`config.mk`:
```
export PLATFORM = sky130hd
export DESIGN_NAME = tick_countdown
export DESIGN_NICKNAME = d
export VERILOG_FILES = /design/src/rtl/tick_countdown.sv
export SDC_FILE = /design/constraint.sdc
export NUM_CORES = 1
export LEC_CHECK = 0
export ABC_AREA = 1
export BUFFER_PORTS_ARGS = -buffer_cell sky130_fd_sc_hd__buf_2
export CAP_MARGIN = 0
export CORE_MARGIN = 10
export CORE_UTILIZATION = 35
export DETAILED_ROUTE_END_ITERATION = 6
export PLACE_DENSITY_LB_ADDON = 0.15
export SYNTH_ARGS = -nofsm -noshare
export SYNTH_HDL_FRONTEND = slang
export SYNTH_SLANG_ARGS = --single-unit
```
`constraint.sdc`:
```
create_clock -name clock -period 2.7 [get_ports clock]
set_input_delay 0.54 -clock clock [delete_from_list [all_inputs] [get_ports clock]]
set_output_delay 0.54 -clock clock [all_outputs]
set_load 0.05 [all_outputs]
```
`src/rtl/tick_countdown.sv`:
```
// Millisecond countdown: loads a tick count, runs down on 1 ms ticks, and supports pause/resume and expiry.
// Define TICK_COUNTDOWN_AUTORELOAD_EN to reload from the load register on expiry and keep running.
module tick_countdown #(
  parameter int WIDTH = 16
) (
  input  logic             clock,
  input  logic             rst,
  input  logic             tick,
  output logic             tick_en,
  input  logic             load,
  input  logic [WIDTH-1:0] load_value,
  input  logic             start,
  input  logic             pause,
  output logic [WIDTH-1:0] remaining,
  output logic             busy,
  output logic             expired,
  output logic             done
);

  typedef enum logic [1:0] {S_IDLE, S_RUN, S_PAUSE, S_EXPIRED} state_t;

  localparam logic [WIDTH-1:0] ONE  = WIDTH'(1);
  localparam logic [WIDTH-1:0] ZERO = '0;

  state_t           state_q, state_d;
  logic [WIDTH-1:0] remaining_q, remaining_d;
  logic [WIDTH-1:0] reload_q, reload_d;
  logic             done_q, done_d;
  logic             tick_en_q, busy_q, expired_q;

  always_comb begin
    state_d     = state_q;
    remaining_d = remaining_q;
    reload_d    = reload_q;
    done_d      = 1'b0;
    if (load) begin
      reload_d    = load_value;
      remaining_d = load_value;
      state_d     = S_IDLE;
    end else begin
      case (state_q)
        S_IDLE: begin
          if (start && remaining_q != ZERO) state_d = S_RUN;
        end
        S_RUN: begin
          // A tick arriving with pause is counted before pausing; the last tick overrides pause.
          if (tick && remaining_q > ONE) begin
            remaining_d = remaining_q - ONE;
            if (pause) state_d = S_PAUSE;
          end else if (tick && remaining_q == ONE) begin
            done_d = 1'b1;
`ifdef TICK_COUNTDOWN_AUTORELOAD_EN
            remaining_d = reload_q;
            if (reload_q == ZERO) state_d = S_EXPIRED;
`else
            remaining_d = ZERO;
            state_d     = S_EXPIRED;
`endif
          end else if (pause) begin
            state_d = S_PAUSE;
          end
        end
        S_PAUSE: begin
          if (start) state_d = S_RUN;
        end
        S_EXPIRED: begin
          if (start && reload_q != ZERO) begin
            remaining_d = reload_q;
            state_d     = S_RUN;
          end
        end
        default: state_d = S_IDLE;
      endcase
    end
  end

  // Status outputs are registered from the next state so they line up with state_q.
  always_ff @(posedge clock or posedge rst) begin
    if (rst) begin
      state_q     <= S_IDLE;
      remaining_q <= '0;
      reload_q    <= '0;
      done_q      <= 1'b0;
      tick_en_q   <= 1'b0;
      busy_q      <= 1'b0;
      expired_q   <= 1'b0;
    end else begin
      state_q     <= state_d;
      remaining_q <= remaining_d;
      reload_q    <= reload_d;
      done_q      <= done_d;
      tick_en_q   <= (state_d == S_RUN);
      busy_q      <= (state_d == S_RUN) || (state_d == S_PAUSE);
      expired_q   <= (state_d == S_EXPIRED);
    end
  end

  assign remaining = remaining_q;
  assign tick_en   = tick_en_q;
  assign busy      = busy_q;
  assign expired   = expired_q;
  assign done      = done_q;

endmodule
```
==> flow_summary.json <==
{
  "finalPower_mw": 1.864,
  "num_rows": 29,
  "start_kind": "register",
  "clockRootBuffer": "clkbuf_8",
  "clock_latency_ns": 0.30,
  "gp_congestion": 0.8263,
  "postCtsHoldBufs": 0,
  "hpwl_um": 4761,
  "worst_setup_path_end_kind": "register",
  "postCtsSetupBuffers": 0,
  "cp_cell_sequence": "nor2_1 -> nand2_2 -> nor2_2 -> nand3_2 -> nand2_4 -> nor2_1 -> a211oi_1 -> ha_1 -> inv_1",
  "viasPerCell": 4.667,
  "cp.arrival_ns": 2.25,
  "finalClockSkew_ns": 0.005620,
  "leakagePower_nw": 1.553,
  "htree_levels": 2,
  "synth_seq_cells": 38,
  "relSlewSlack_pct": 66.16,
  "die-area_um2": 10420,
  "cts_tree": "built",
  "peakVddDrop_mv": 0.2368,
  "path_clk_slew_ns": 0.08,
  "io_buffers": 41,
  "cp.required_ns": 2.94,
  "worst-r2r-cell-count": 9,
  "cap_violations": 0,
  "critical-path-max-stage-delay_ns": 0.46,
  "path_delay_family": "simple AND/OR/NAND/NOR gates",
  "placed_cell_area_um2": 2628,
  "register_area_um2": 950.9,
  "cp_max_fo": 5,
  "multi_input_area_um2": 1266,
  "timing.hold.ws_ns": 0.3408,
  "min_period_ns": 2.013,
  "vias": 2105,
  "final_nets": 400,
  "outcome": "completed",
  "setup_viol": 0,
  "insertedDiodeCount": 0,
  "die_h_um": 102.1,
  "cts_sinks": 38,
  "tritoncts.num_buffers": 5,
  "tns_ns": 0,
  "rsz0062_at_grt": "false",
  "initial_core_util_pct": 36.50,
  "seq_area_frac_synth_pct": 40.34,
  "synth_area_leaders": "dfrtp_1, nand2_1, nor2_1",
  "synth_area_um2": 2357,
  "core_region_area_um2": 6459,
  "track_usage_pct": 13.27,
  "grt_pass1_wl_um": 10900,
  "grt_overflow": 0,
  "synth_top_area_cell": "dfrtp_1",
  "yosysUniqueCellTypes": 28,
  "final_max_slew_viol_count": 0,
  "first_global_vias": 2070,
  "hold_viol_final": 0,
  "setup_ws_ns": 0.6869,
  "max_freq_mhz": 496.7,
  "postSynthAreaPerCell_um2": 7.100,
  "worst-path-buf-inv": 1,
  "layout_worst_path_cycle_share_pct": 74.56,
  "dp_slack_ns": 0.7141,
  "worstSetupPathType": "reg -> reg",
  "n_fill_cell": 722,
  "first_pass_iters": 4,
  "syn_inst": 332,
  "antenna_found_initial": 0,
  "yosys_warnings": 0,
  "fin_area_um2": 2706,
  "totalWireLength_um": 6442,
  "area_delta_synth_final_pct": 14.81,
  "layout-drive-gt1-share_pct": 19.52,
  "wire_per_inst_um": 14.28,
  "io_pins": 42,
  "cts_resized": 0,
  "grt_max_degree": 39,
  "synth_nets": 358,
  "synth_top_area_share_pct": 40.34,
  "die_w_um": 102.1,
  "path_common_cell": "nor2_1",
  "drc": 0,
  "p_per_area_nw_per_um2": 688.9,
  "cpMaxStageDelayCell": "dfrtp_1",
  "worst_hold_path_type": "in -> async",
  "drt-initial-drc-count": 106,
  "cts_buffer_depth": 2,
  "worstMarginPinSlew_ns": 0.5076,
  "ant_nets": 0,
  "cp.depth": 9
}
-- power by group --
part	leakage, nW	switching, mW	internal, mW
registers	0.481	0.0914	0.642
logic	1.03	0.516	0.221
clock network	0.0438	0.221	0.174
-- worst register-to-register path, delay by kind of cell (launching register included) --
kind,cells,cell delay [ns]
buffers and inverters,1,0.05
DFF,1,0.46
adders and majority gates,1,0.30
and+or+nand+nor,6,0.80
AOI/OAI and AO/OA,1,0.34
-- layout make-up --
| type | instances | share of cell area, % |
|---|---|---|
| Clock buffer | 5 | 2.543 |
| Clock inverter | 2 | 0.3699 |
| Inverter | 21 | 2.913 |
| Multi-Input combinational cell | 263 | 46.79 |
| Sequential cell | 38 | 35.14 |
| Tap cell | 77 | 3.560 |
| Timing Repair Buffer | 45 | 8.692 |
-- placed cells by master, fill, tap and decap left out --
cell | synthesis | layout
nand2_1 | 156 | 156
buf_2 | 3 | 41
dfrtp_1 | 38 | 38
nor2_1 | 30 | 30
nand3_1 | 21 | 21
inv_1 | 19 | 19
o21a_1 | 8 | 8
nand2_2 | 6 | 6
nor2_4 | 6 | 6
xnor2_1 | 6 | 6
xor2_1 | 5 | 5
clkbuf_8 | 0 | 5
a21oi_1 | 4 | 4
ha_1 | 4 | 4
buf_4 | 1 | 4
nor2_2 | 3 | 3
nand2_4 | 3 | 3
nor3_1 | 3 | 3
o21ai_0 | 3 | 3
clkinv_2 | 0 | 2
clkinv_1 | 1 | 1
nand3_2 | 1 | 1
nand3_4 | 1 | 1
inv_2 | 1 | 1
and3_1 | 1 | 1
nand3b_1 | 1 | 1
a211oi_1 | 1 | 1
-- metrics by stage --
| step | cells | util [%] |
|---|---|---|
| detailed placement | 444 | 40.68 |
| finish | 451 | 41.90 |
| floorplan | 332 | - |
| global route | 451 | 41.90 |
| global placement | 444 | 40.68 |
| CTS | 451 | 41.90 |
-- cell usage after synthesis --
master	instances
dfrtp_1	38
and3_1	1
clkinv_1	1
nand3_2	1
o21ai_0	3
clkbuf_2	1
o21a_1	8
buf_6	2
a211oi_1	1
xnor2_1	6
nand2_1	156
clkbuf_1	3
nand3b_1	1
inv_1	19
nor3_1	3
nand3_4	1
ha_1	4
buf_2	3
nor2_4	6
nor2_2	3
nor2_1	30
xor2_1	5
nand2_4	3
buf_4	1
nand2_2	6
nand3_1	21
a21oi_1	4
inv_2	1
-- registers in the layout (all words and copies together), names as in the netlist --
signal	count
expired	1
busy	1
done	1
remaining	16
reload_q	16
tick_en	1
state_q	2
-- metal layers --
| layer | routed length (um) | global-route usage, % | share of wire, % |
|---|---|---|---|
| met1 | 3137 | 18.80 | 49 |
| met5 | 0 | 0 | 0 |
| met3 | 397 | 3.104 | 6.2 |
| met4 | 99 | 4.230 | 1.5 |
| met2 | 2808 | 19.36 | 44 |
-- cell families (layout without fill, tap and decap cells) --
family	count (synthesis)	after routing	synth area share [%]
AO/OA/AOI/OAI	16	16	4.353
XOR/XNOR	11	11	4.087
adder cells (fa/ha/maj)	4	4	2.123
buffers and inverters	31	73	5.944
flip-flops	38	38	40.34
AND/OR/NAND/NOR	232	232	43.15
-- path summary, 6_finish.rpt --
check,from,endpoint,slack [ns]
max in group asynchronous,rst,reload_q[10],1.99
max reg2reg,remaining[4],busy,0.69
min,rst,reload_q[2],0.34
min reg2reg,reload_q[1],reload_q[1],0.50
max,remaining[4],busy,0.69
min in group clock,load_value[4],reload_q[4],0.47
(Power assumes the default switching activity.)
